--- src/rtl/key_pkg.sv ---
// Shared constants and types for the key debounce bank.
// The hold-state enum is only referenced when KEY_REPEAT_EN is defined.
package key_pkg;

   localparam int KEY_SYNC_STAGES = 2;

   typedef enum logic [1:0] {
      KEY_IDLE,
      KEY_HELD,
      KEY_REPEAT
   } key_hold_t;

   function automatic int key_max(input int a, input int b);
      return (a > b) ? a : b;
   endfunction

endpackage

--- src/rtl/key_debounce_ch.sv ---
// One active-low key channel: 2-FF synchronizer, debounce counter, press/release pulses.
// With KEY_REPEAT_EN defined and REPEAT_EN set, a hold FSM adds auto-repeat press pulses.
module key_debounce_ch
   import key_pkg::*;
#(
   parameter int DEB_CYCLES   = 1000,
   parameter int REPEAT_DELAY = 400000,
   parameter int REPEAT_RATE  = 100000,
   parameter bit REPEAT_EN    = 1'b0
) (
   input  logic i_clk,
   input  logic i_rst,
   input  logic i_key_n,
   output logic o_level,
   output logic o_press,
   output logic o_release
);

   localparam int               DEB_W    = $clog2(DEB_CYCLES + 1);
   localparam logic [DEB_W-1:0] DEB_LAST = DEB_W'(DEB_CYCLES - 1);

   logic [KEY_SYNC_STAGES-1:0] sync_q;
   logic [DEB_W-1:0]           deb_cnt_q, deb_cnt_d;
   logic                       level_q, level_d;
   logic                       press_q, release_q;
   logic                       raw_pressed, accept;
   logic                       press_edge, release_edge, repeat_pulse;

   if (DEB_CYCLES < 2) begin : g_bad_deb_cycles
      $error("key_debounce_ch: DEB_CYCLES must be at least 2");
   end
   if (REPEAT_EN && (REPEAT_DELAY < 1 || REPEAT_RATE < 1)) begin : g_bad_repeat
      $error("key_debounce_ch: repeat delay and rate must be at least 1");
   end

   assign raw_pressed = ~sync_q[KEY_SYNC_STAGES-1];

   // NOTE: every output of this block gets a default first, so no path can infer a latch.
   always_comb begin
      deb_cnt_d = '0;
      level_d   = level_q;
      accept    = 1'b0;
      if (raw_pressed != level_q) begin
         if (deb_cnt_q == DEB_LAST) begin
            level_d = raw_pressed;
            accept  = 1'b1;
         end else begin
            deb_cnt_d = deb_cnt_q + 1'b1;
         end
      end
   end

   assign press_edge   = accept & raw_pressed;
   assign release_edge = accept & ~raw_pressed;

`ifdef KEY_REPEAT_EN
   if (REPEAT_EN) begin : g_repeat
      localparam int                HOLD_W     = $clog2(key_max(REPEAT_DELAY, REPEAT_RATE) + 1);
      localparam logic [HOLD_W-1:0] DELAY_LAST = HOLD_W'(REPEAT_DELAY - 1);
      localparam logic [HOLD_W-1:0] RATE_LAST  = HOLD_W'(REPEAT_RATE - 1);

      key_hold_t         hold_q, hold_d;
      logic [HOLD_W-1:0] hold_cnt_q, hold_cnt_d;
      logic              rep_d;

      // Counters restart at each threshold, so they can never wrap while a key is held.
      always_comb begin
         hold_d     = hold_q;
         hold_cnt_d = hold_cnt_q;
         rep_d      = 1'b0;
         if (release_edge) begin
            hold_d     = KEY_IDLE;
            hold_cnt_d = '0;
         end else if (press_edge) begin
            hold_d     = KEY_HELD;
            hold_cnt_d = '0;
         end else begin
            case (hold_q)
               KEY_HELD: begin
                  if (hold_cnt_q == DELAY_LAST) begin
                     rep_d      = 1'b1;
                     hold_d     = KEY_REPEAT;
                     hold_cnt_d = '0;
                  end else begin
                     hold_cnt_d = hold_cnt_q + 1'b1;
                  end
               end
               KEY_REPEAT: begin
                  if (hold_cnt_q == RATE_LAST) begin
                     rep_d      = 1'b1;
                     hold_cnt_d = '0;
                  end else begin
                     hold_cnt_d = hold_cnt_q + 1'b1;
                  end
               end
               default: hold_cnt_d = '0;
            endcase
         end
      end

      always_ff @(posedge i_clk) begin
         if (i_rst) begin
            hold_q     <= KEY_IDLE;
            hold_cnt_q <= '0;
         end else begin
            hold_q     <= hold_d;
            hold_cnt_q <= hold_cnt_d;
         end
      end

      assign repeat_pulse = rep_d;
   end else begin : g_no_repeat
      assign repeat_pulse = 1'b0;
   end
`else
   assign repeat_pulse = 1'b0;
`endif

   // NOTE: sequential state uses non-blocking assignments so every flop samples pre-edge values.
   always_ff @(posedge i_clk) begin
      if (i_rst) begin
         sync_q    <= '1;
         deb_cnt_q <= '0;
         level_q   <= 1'b0;
         press_q   <= 1'b0;
         release_q <= 1'b0;
      end else begin
         sync_q    <= {sync_q[KEY_SYNC_STAGES-2:0], i_key_n};
         deb_cnt_q <= deb_cnt_d;
         level_q   <= level_d;
         press_q   <= press_edge | repeat_pulse;
         release_q <= release_edge;
      end
   end

   assign o_level   = level_q;
   assign o_press   = press_q;
   assign o_release = release_q;

endmodule

--- src/rtl/key_debounce_bank.sv ---
// Bank of N_KEYS independent debounced push-button channels.
// Auto-repeat on REPEAT_MASK channels exists only when KEY_REPEAT_EN is defined.
module key_debounce_bank #(
   parameter int                N_KEYS       = 4,
   parameter int                DEB_CYCLES   = 1000,
   parameter int                REPEAT_DELAY = 400000,
   parameter int                REPEAT_RATE  = 100000,
   parameter logic [N_KEYS-1:0] REPEAT_MASK  = 4'b0011
) (
   input  logic              i_clk,
   input  logic              i_rst,
   input  logic [N_KEYS-1:0] i_key_n,
   output logic [N_KEYS-1:0] o_level,
   output logic [N_KEYS-1:0] o_press,
   output logic [N_KEYS-1:0] o_release
);

   for (genvar i = 0; i < N_KEYS; i++) begin : g_ch
      key_debounce_ch #(
         .DEB_CYCLES  (DEB_CYCLES),
         .REPEAT_DELAY(REPEAT_DELAY),
         .REPEAT_RATE (REPEAT_RATE),
         .REPEAT_EN   (REPEAT_MASK[i])
      ) u_ch (
         .i_clk    (i_clk),
         .i_rst    (i_rst),
         .i_key_n  (i_key_n[i]),
         .o_level  (o_level[i]),
         .o_press  (o_press[i]),
         .o_release(o_release[i])
      );
   end

endmodule

--- config.mk ---
export PLATFORM = sky130hd
export DESIGN_NAME = key_debounce_bank
export DESIGN_NICKNAME = d
export VERILOG_FILES = /design/src/rtl/key_pkg.sv /design/src/rtl/key_debounce_ch.sv /design/src/rtl/key_debounce_bank.sv
export SDC_FILE = /design/constraint.sdc
export NUM_CORES = 1
export LEC_CHECK = 0
export BUFFER_PORTS_ARGS = -buffer_cell sky130_fd_sc_hd__buf_4
export CAP_MARGIN = 30
export CORE_MARGIN = 8
export CORE_UTILIZATION = 58
export DETAILED_ROUTE_END_ITERATION = 7
export PLACE_DENSITY = 0.81
export REMOVE_ABC_BUFFERS = 1
export SLEW_MARGIN = 10
export SYNTH_ARGS = -nofsm -noshare
export SYNTH_HDL_FRONTEND = slang
export SYNTH_HIERARCHICAL = 1
export SYNTH_SLANG_ARGS = --single-unit
--- constraint.sdc ---
create_clock -name i_clk -period 2.2 [get_ports i_clk]
set_clock_uncertainty 0.05 [all_clocks]
set_input_delay 0.44 -clock i_clk [delete_from_list [all_inputs] [get_ports i_clk]]
set_output_delay 0.44 -clock i_clk [all_outputs]
set_load 0.005 [all_outputs]
-- Word-level counts from Yosys, hierarchy flattened
Index checks and enable logic that the tools add are counted.
- register bits after elaboration: 60
- output and inout bits: 12
- $add $sub $neg: 4
- reduce and logical (&&, ||, !) cells: 8
- equality and inequality tests: 8
- muxes and demuxes: 8
- bitwise logic cells: 16
- operators by type and width (cell ; number):
    $add A10 B1 Y10 const B ; 4
    $eq A10 B10 Y1 const B ; 4
    $reduce_or A3 Y1 ; 4
    $and A1 B1 Y1 ; 8
    $mux W1 ; 8
    $not A1 Y1 ; 8
    $reduce_and A2 Y1 ; 4
    $ne A1 B1 Y1 ; 4

-- Logic depth before layout (Yosys ltp)
Gate-level depths: netlist (run 1).
- word-level depth: 4
- depth in mapped cells: 6
- depth with buffers taken out: 5

-- Cells and area by module
Netlist (run 1), hierarchy kept.
- modules (own cells, without submodules) (module ; times used ; cells an instance ; area each (µm²)):
    key_debounce_ch ; 4 ; 61 ; 575.6

-- Worst setup path after synthesis (run 1)
OpenSTA, ideal clock, no wires.
- kind: register to register
- start: register g_ch[0].u_ch.deb_cnt_q[0]
- end: register g_ch[0].u_ch.deb_cnt_q[3]
- setup slack: 0.588 ns
- setup time: 0.122 ns
- arrival time: 1.439 ns
- cell stages (with the launch flop): 7
- required time: 2.028 ns
- clock period less this slack: 1.612 ns
- cell sequence: dfxtp_1 -> ha_1 -> nand4_1 -> nor4_2 -> or2_2 -> clkbuf_1 -> nor2_1
- word-level cells in the longest chain between the ends: 2
- elaborated cells on any way between the ends: 3
- classes of those cells: add/sub (1); eq/ne (1); reduce/logical (1)
- ends and longest elaborated chain (what ; line ; text):
    start, declared ; key_debounce_ch.sv:23 ; logic [DEB_W-1:0] deb_cnt_q, deb_cnt_d;
    start signal, assigned ; key_debounce_ch.sv:129 ; deb_cnt_q <= deb_cnt_d;
    branches (longest 2 deep; another with $add A10 B1 Y10) ; - ;
Parallel ways; which one is timed is not known.
A chain may end at the register's enable or synchronous reset.

-- Worst setup path after layout (run 1)
- start: register g_ch[3].u_ch.deb_cnt_q[0]
- end: register g_ch[3].u_ch.deb_cnt_q[6]
- word-level cells in the longest chain between the ends: 2
- elaborated cells on any way between the ends: 3
- classes of those cells: add/sub (1); eq/ne (1); reduce/logical (1)
- ends and longest elaborated chain (what ; line):
    start, declared ; key_debounce_ch.sv:23
    start signal, assigned ; key_debounce_ch.sv:129
    branches (longest 2 deep; another with $add A10 B1 Y10) ; -
Parallel ways; which one is timed is not known.

==> impl_metrics.toml, run 1 <==
[global_route]
grt_first_pass_wirelength_um = 6960
met3_usage_pct = 5.30
grt-ovfl-total = 0
antenna_found_initial = 0
grt_pass1_vias = 1615
grt_usage_pct = 14.1
grt_max_degree = 21
grt-busiest-layer = "met2"
grt_use_met1_pct = 16.0
grt_use_met2_pct = 21.4

[clocking]
cts_buffers = 9
clk_path_buf_depth = 2
path_clk_slew_ns = 0.06
postCtsHoldBufs = 0
cts_tree = "yes"
cts.sinks = 60
worstSkewPairLatency_ns = 0.33
cts_setup_buffers = 0
root_buffer = "clkbuf_8"
cts_resized = 0
htree_num_levels = 3

[timing]
fin_tns_setup_ns = 0
worst_pin_slew_ns = 0.422
period_minus_slack_ns = 1.73
max_slew_margin_pct = 71.7
rsz0062_at_grt = "false"
setup_viol_count_final = 0
max_freq_ghz = 0.578
final.period_utilization_pct = 78.6
drv_slew = 0
final-hold-violation-count = 0

[synth]
synth_seq_cells = 60
netlist_area_um2 = 2300
async_reset_ff_share_pct = 0
yosysSeqAreaShare_pct = 52.2
synth_edf_count = 0
synthCells = 244
synth_cell_type_count = 19
syn_avg_cell_area_um2 = 9.44
synth_flop_cell = "dfxtp_1"
ys_warn_count = 6

[detailed_routing]
drt-pass1-iter-count = 4
drt_iter0_markers = 109
antenna_left = 0
vias = 1674
drc = 0
routed_via_density = 5.18
routedWlPerCell_um = 12.0
routed_wl_um = 3880

[placed_design]
io_buffers = 17
dp_hpwl_um = 2570
post_dp_cell_area_um2 = 2480
gp_congestion = 0.803

[worst_setup_path]
arrival_ns = 1.90
max_stage_delay_ns = 0.43
path_class = "reg -> reg"
cp_top_family = "simple AND/OR/NAND/NOR gates"
crit_slowest_cell = "nor4_2"
endpoint_kind = "register"
path_buf_inv = 0
startpoint_type = "register"
crit_fanout = 7
cp_cell_sequence = "ha_1 > nand4_1 > nor4_2 > or2_2 > nor2_1"
crit_required_ns = 2.37

[die]
chipHeight_um = 79
die_w_um = 79
pin_count = 18
rows = 23
dieArea_um2 = 6240
fp.coreArea_um2 = 3910
start_util_pct = 58.8

[layout]
diodes = 0
finish.utilization_pct = 68.4
layout-drive-gt1-share_pct = 17.2
fin_area_um2 = 2680
area_growth_syn_to_layout_pct = 16.3
fin_nets = 278

[power]
power.total_w = 0.00208
p_per_area_nw_per_um2 = 776
peakVddDrop_uv = 483
p_leak_nw = 0.887

[run_status]
outcome = "finished, final reports clean"

[hold_path]
hold_class = "in -> reg"

[run]
maxCapViolCount = 0
[cell usage in the layout, fill, tap and decap left out, drive strengths merged, types with 8 or more instances in the layout]
master  instances
nand2          16
xnor2          20
buf            17
dfxtp          60
or2            12
xor2           12
clkbuf         16
nor2           52
nand3          20
or3             8
[report_power, final]
group           total, W  internal (W)  switching [W]
sequential       0.00110       0.00110     0.00000550
combinational  0.0000320     0.0000166      0.0000154
clock           0.000946      0.000564       0.000381
[cell usage after synthesis (8+ instances only)]
cell type	count	share of area, %
or3_1	8	2.2
xnor2_1	20	7.6
or2_2	12	3.3
nor2_1	52	8.5
dfxtp_1	60	52
nand2_1	16	2.6
nand3_1	20	4.3
xor2_1	12	4.6
[cell families after synthesis]
family | synth area share (%)
and+or+nand+nor | 28.3
DFF | 52.2
xor gates and xnor gates | 12.2
AOI/OAI and AO/OA | 3.91
buffers and inverters | 1.30
adders and majority gates | 2.17
[routing by layer]
metal,wire [um],up-vias
met5,0,-
met4,75,0
met3,216,8
met2,1730,33
met1,1860,760
li1,-,873
[worst paths after layout]
path                                  start                   endpoint  slack [ns]  depth (start not counted)
hold / removal                   i_key_n[2]     g_ch[2].u_ch/sync_q[0]        0.24                          2
hold reg to reg      g_ch[2].u_ch/sync_q[0]     g_ch[2].u_ch/sync_q[1]        0.36                          1
setup / recovery  g_ch[3].u_ch/deb_cnt_q[0]  g_ch[3].u_ch/deb_cnt_q[6]        0.47                          5
setup reg to reg  g_ch[3].u_ch/deb_cnt_q[0]  g_ch[3].u_ch/deb_cnt_q[6]        0.47                          5
[stage by stage]
step           hold slack [ns]  std cells  setup WS, ns
6_report                 0.242        323         0.470
5_1_grt                  0.229        323         0.302
4_1_cts                  0.221        323         0.459
3_5_place_dp             0.342        307         0.505
3_3_place_gp             0.342        307         0.562
2_1_floorplan            0.339        240         0.744
[cell type report]
type | instances | area, um2
tap | 50 | 62.6
multi-input combinational | 176 | 1070
sequential | 60 | 1200
clock buffer | 16 | 200
fill | 321 | 1240
inverter | 4 | 15.0
timing repair buffer | 17 | 128
[state kept, by name, summed over array words and instances (netlist names)]
register	count
g_ch.u_ch/sync_q	8
g_ch.u_ch/deb_cnt_q	40
g_ch.u_ch/o_level	4
g_ch.u_ch/o_press	4
g_ch.u_ch/o_release	4
[worst reg2reg max path, stage by stage, from the launching register on]
cell     delay [ns]
dfxtp_1        0.35
ha_1           0.24
nand4_1        0.21
nor4_2         0.43
or2_2          0.28
nor2_1         0.07
Power figures use the tool's default switching activity.
==> run 2, diff against run 1 <==
- ABC_AREA: default -> 1
- CORE_UTILIZATION: 58 -> 59
- PLACE_DENSITY: 0.81 -> 0.82
- clock period: 2.2 -> 1.7 ns (I/O delays scaled with it)
==> run 2 against run 1 <==
Effect of this change:
- synthesized cell count grew 44%
- sequential power grew 30%
- global-route usage grew 0.64 points
- first-iteration DRC count shrank 26%
- synthesized area grew 16%
- largest cell class is now multi-input combinational cells
- sequential cell count is the same
- count of clock-buffer cells in the layout shrank 4
- critical endpoint is now g_ch[2].u_ch/deb_cnt_q[5]
- total power grew 32%
- highest routed layer unchanged
==> impl_metrics.toml, run 2 <==
[run_status]
outcome = "finished, final reports clean"

[clocking]
cts_resized = 0
postCtsHoldBufs = 0
htree_num_levels = 3
worstSkewPairLatency_ns = 0.33
root_buffer = "clkbuf_8"
cts.sinks = 60
cts_buffers = 9
cts_tree = "yes"
clk_path_buf_depth = 2
cts_setup_buffers = 0
path_clk_slew_ns = 0.07

[detailed_routing]
drt-pass1-iter-count = 5
drt_iter0_markers = 81
antenna_left = 0
routedWlPerCell_um = 11.0
routed_wl_um = 4800
vias = 2162
drc = 0
routed_via_density = 4.95

[worst_setup_path]
max_stage_delay_ns = 0.39
crit_end = "g_ch[2].u_ch/deb_cnt_q[5]"
cp_top_family = "simple AND/OR/NAND/NOR gates"
crit_fanout = 8
worst-path-stages = 6
critPathLaunch = "g_ch[2].u_ch/deb_cnt_q[0]"
startpoint_type = "register"
reg2reg_slack_ns = 0.33
crit_slowest_cell = "dfxtp_1"
crit-reg2reg-launch = "g_ch[2].u_ch/deb_cnt_q[0]"
path_class = "reg -> reg"
worst_r2r_endpoint = "g_ch[2].u_ch/deb_cnt_q[5]"
timing.critical_path.mode_cell = "nand2_2"
cp_cell_sequence = "ha_1 > nand2_2 > nor3_2 > nand2_2 > nand2_4 > nor2_1"
arrival_ns = 1.54
endpoint_kind = "register"
crit_required_ns = 1.87
reg2reg_depth = 6
path_buf_inv = 0

[timing]
max_freq_ghz = 0.731
final-hold-violation-count = 0
worst_pin_slew_ns = 0.246
period_minus_slack_ns = 1.37
final.period_utilization_pct = 80.4
fin_tns_setup_ns = 0
hold_ws_ns = 0.136
max_slew_margin_pct = 83.5
drv_slew = 0
rsz0062_at_grt = "false"
setup_viol_count_final = 0

[die]
rows = 24
fp.coreArea_um2 = 4350
pin_count = 18
dieArea_um2 = 6950
start_util_pct = 61.5
die_w_um = 83.4
chipHeight_um = 83.4

[synth]
netlist.top_cell.by_area = "dfxtp_1"
synth_edf_count = 0
synth_area_leaders = "dfxtp_1, nand2_1, nor2_1"
netlist.area_leader.share_pct = 44.9
synth_flop_cell = "dfxtp_1"
synthTopCellsByCount = "nand2_1, nor2_1, dfxtp_1, inv_1, nand3_1"
synthCells = 352
async_reset_ff_share_pct = 0
netlist_area_um2 = 2680
synth_seq_cells = 60
ys_warn_count = 6
yosysSeqAreaShare_pct = 44.9
syn_avg_cell_area_um2 = 7.61
synth_cell_type_count = 19

[global_route]
grt_first_pass_wirelength_um = 8650
grt_max_degree = 17
grt-ovfl-total = 0
grt_pass1_vias = 2111
grt_usage_pct = 14.8
antenna_found_initial = 0

[placed_design]
io_buffers = 17
gp_congestion = 0.824
dp_hpwl_um = 3440
placed_cells = 421

[layout]
multi_input_area_um2 = 1300
area_growth_syn_to_layout_pct = 14.8
final_cell_mix = "nand2_1, nor2_1, dfxtp_1"
largest_reg_flops = 40
fill_cells = 345
layout-drive-gt1-share_pct = 17.7
top_register = "g_ch.u_ch/deb_cnt_q"
finish.utilization_pct = 70.6
fin_cells = 437
diodes = 0
seq_area_um2 = 1200
fin_nets = 390
reg.largest.list = "g_ch.u_ch/deb_cnt_q x40, g_ch.u_ch/sync_q x8"

[power]
peakVddDrop_uv = 620
p_per_area_nw_per_um2 = 896
p_leak_nw = 1.15

[hold_path]
hold_class = "in -> reg"

[run]
maxCapViolCount = 0
==> run 2: cell types whose count changed in the layout (fill, tap and decap cells not counted), moves of 8 or more <==
cell	before	now
nand2_1	16	64
inv_1	4	48
nor2_1	52	64
nor3_1	0	12
a21oi_1	0	8
nand2_2	0	8
nand3_1	20	28
or3_1	8	0
xnor2_1	20	12
==> run 2: metal layers <==
layer	share of wire, %	global-route usage [%]
met1	46	15.7
met2	49	24.9
met5	0	0
met4	0.90	9.58
met3	4.3	4.20
==> run 2: cell type report <==
class	count	share of cell area [%]
repair buffers	17	4.15
multi-input cells	244	42.2
well taps	52	2.12
flip-flops and latches	60	39.1
inverters	48	5.86
clock buffers	12	5.05
clock inverters	4	1.55
==> run 2: worst min-delay path by stage <==
| stage | start | endpoint | cells after the start |
|---|---|---|---|
| after floorplan | g_ch[0].u_ch/sync_q[0] | g_ch[0].u_ch/sync_q[1] | 1 |
| after global placement | g_ch[1].u_ch/sync_q[0] | g_ch[1].u_ch/sync_q[1] | 1 |
| after detailed placement | g_ch[1].u_ch/sync_q[0] | g_ch[1].u_ch/sync_q[1] | 1 |
| after CTS | i_key_n[1] | g_ch[1].u_ch/sync_q[0] | 2 |
| after global routing | i_key_n[3] | g_ch[3].u_ch/sync_q[0] | 2 |
| final | i_key_n[1] | g_ch[1].u_ch/sync_q[0] | 2 |
==> run 2: worst register-to-register path, cell delays in order, from the launching register on <==
cell     delay, ns
dfxtp_1       0.39
ha_1          0.26
nand2_2       0.09
nor3_2        0.17
nand2_2       0.12
nand2_4       0.12
nor2_1        0.06
==> run 2: logic make-up after synthesis <==
logic type,count (synthesis),share of synthesized area [%]
xor+xnor,20,6.54
compound gates,8,1.50
buf+inv,48,6.73
flops,60,44.9
fa+ha+maj,4,1.87
simple gates,212,38.5
==> run 2: stage by stage <==
stage               power, W  cell area [um2]  setup slack, ns
CTS                  0.00279             3070            0.320
finish               0.00275             3070            0.332
global route         0.00285             3070            0.213
global placement     0.00151             2870            0.379
floorplan            0.00149             2680            0.476
detailed placement   0.00151             2870            0.348
==> run 2: power breakdown <==
group,total [W],internal (W),switching (W)
registers,0.00143,0.00142,0.00000772
logic,0.0000519,0.0000221,0.0000298
clock network,0.00128,0.000752,0.000526
total,0.00275,0.00219,0.000563
==> run 3, diff against run 2 <==
- ABC_AREA: 1 -> 0
- CORE_UTILIZATION: 59 -> 58
- PLACE_DENSITY: 0.82 -> 0.81
- clock period: 1.7 -> 1.4 ns (I/O delays scaled with it)
==> run 3 against run 2 <==
Effect of this change:
- highest routed layer unchanged
- sequential share of layout area fell by 1.4 points
- combinational power rose by 38%
- hold slack got worse by 0.063 ns
- wire length rose by 21%
- largest cell class unchanged
- register-to-register slack got worse by 0.47 ns
- setup slack got worse by 0.47 ns
- the flow now finishes with violations (negative setup slack)
- global-route usage rose by 2.6 points
==> impl_metrics.toml, run 3 (synthesized netlist as in run 1, its figures left out) <==
[run_status]
outcome = "complete, but fails checks"
violations = "negative setup slack"

[die]
rows = 23
pin_count = 18
start_util_pct = 58.8
fp.coreArea_um2 = 3910
chipHeight_um = 79
dieArea_um2 = 6240
die_w_um = 79

[clocking]
cts_buffers = 9
cts_tree = "yes"
path_clk_slew_ns = 0.07
htree_num_levels = 3
root_buffer = "clkbuf_8"
clk_path_buf_depth = 2
worstSkewPairLatency_ns = 0.34
cts.sinks = 60

[detailed_routing]
routed_via_density = 5.29
drt_iter0_markers = 106
drt-pass1-iter-count = 4
routed_wl_um = 5810
drc = 0
routedWlPerCell_um = 15.6
antenna_left = 0
vias = 1973

[layout]
diodes = 0
reg.largest.list = "g_ch.u_ch/deb_cnt_q x40, g_ch.u_ch/sync_q x8"
seq_area_um2 = 1230
top_register = "g_ch.u_ch/deb_cnt_q"
multi_input_area_um2 = 1280
layout-drive-gt1-share_pct = 47.4
fill_cells = 208
final_cell_mix = "buf_4, dfxtp_1, nor2_1"
final_common_cell = "buf_4"
fin_area_um2 = 3280
largest_reg_flops = 40
area_growth_syn_to_layout_pct = 42.4
fin_nets = 329

[timing]
drv_slew = 0
hold_ws_ns = 0.0724
setup_viol_count_final = 31
worst_pin_slew_ns = 0.318
rsz0062_at_grt = "true"
final-hold-violation-count = 0
max_slew_margin_pct = 78.5
period_minus_slack_ns = 1.54
final.period_utilization_pct = 110
fin_tns_setup_ns = -2.11
max_freq_ghz = 0.650
setup_slack_ns = -0.138

[global_route]
grt_pass1_vias = 1996
grt_use_met1_pct = 17.6
grt-ovfl-total = 0
antenna_found_initial = 0
grt_use_met2_pct = 30.9
grt-busiest-layer = "met2"
grt_usage_pct = 17.4
grt_first_pass_wirelength_um = 8490
met3_usage_pct = 6.21
grt_max_degree = 21

[power]
p_per_area_nw_per_um2 = 967
p_leak_nw = 1.15
peakVddDrop_uv = 905

[worst_setup_path]
crit_fanout = 2
critPathLaunch = "g_ch[0].u_ch/deb_cnt_q[0]"
worst_r2r_endpoint = "g_ch[0].u_ch/deb_cnt_q[9]"
path_class = "reg -> reg"
arrival_ns = 1.76
crit-reg2reg-launch = "g_ch[0].u_ch/deb_cnt_q[0]"
crit_required_ns = 1.62
endpoint_kind = "register"
reg2reg_slack_ns = -0.14
reg2reg_depth = 5
startpoint_type = "register"

[run]
maxCapViolCount = 0

[hold_path]
worstHoldStart = "i_key_n[0]"
whs_endpoint = "g_ch[0].u_ch/sync_q[0]"
hold_class = "in -> reg"
min_path_cells = 2

[placed_design]
dp_hpwl_um = 3190
pre_cts_slack_ns = -0.105
post_dp_cell_area_um2 = 2780
io_buffers = 17
gp_congestion = 0.809
run 3: cell count changes in the layout (fill, tap and decap cells not counted), sizes merged, moves of 8 or more:
cell,before,now
a21oi,8,0
nand2,76,16
nor3,16,0
inv,48,4
nor2,72,52
buf,17,68
or3,0,8
nand3,32,20
xnor2,12,20
run 3: layer usage:
metal	wire [um]	vias up
li1	-	971
met1	2370	947
met2	3050	42
met3	237	13
met4	158	0
met5	0	-
run 3: timing repair:
| action | 4_1_cts | 5_1_grt |
|---|---|---|
| endpoints found under the setup margin | 28 | 39 |
| gates resized for setup | 21 | 57 |
| pin swaps | 7 | 30 |
| hold buffers | 0 | 0 |
| setup buffers | 4 | 7 |
run 3: report_power, final:
part	internal, W	total, W	switching (W)
sequential	0.00171	0.00173	0.0000131
combinational	0.0000370	0.0000714	0.0000344
clock	0.000724	0.00137	0.000646
total	0.00248	0.00317	0.000693
run 3: final cells by class:
class / instances / area share (%)
clock buffer: 13 / 4.85
timing repair buffer: 68 / 15.8
multi-input combinational: 176 / 39.0
sequential: 60 / 37.7
inverter: 4 / 0.458
tap: 50 / 1.91
clock inverter: 2 / 0.305
run 3: worst max-delay path by stage:
stage                                           end  slack (ns)  cells past startpoint
after global placement         g_ch[2].u_ch/o_level       -0.05                      6
after global routing           g_ch[2].u_ch/o_level       -0.22                      6
after detailed placement       g_ch[1].u_ch/o_level       -0.11                      6
after CTS                      g_ch[2].u_ch/o_level       -0.14                      6
final                     g_ch[0].u_ch/deb_cnt_q[9]       -0.14                      5
after floorplan           g_ch[0].u_ch/deb_cnt_q[3]       -0.06                      5
run 3: critical path: stages, from the launching register on:
cell	delay [ns]
dfxtp_2	0.38
buf_6	0.12
nand3_2	0.09
or3_4	0.34
or3_1	0.32
a31oi_1	0.16
run 3: metrics by stage:
step	instances	total power (W)	util, %
finish	373	0.00317	83.8
global route	373	0.00327	83.8
CTS	366	0.00317	77.2
detailed placement	347	0.00182	71.0
global placement	347	0.00182	71.0
floorplan	240	0.00179	-
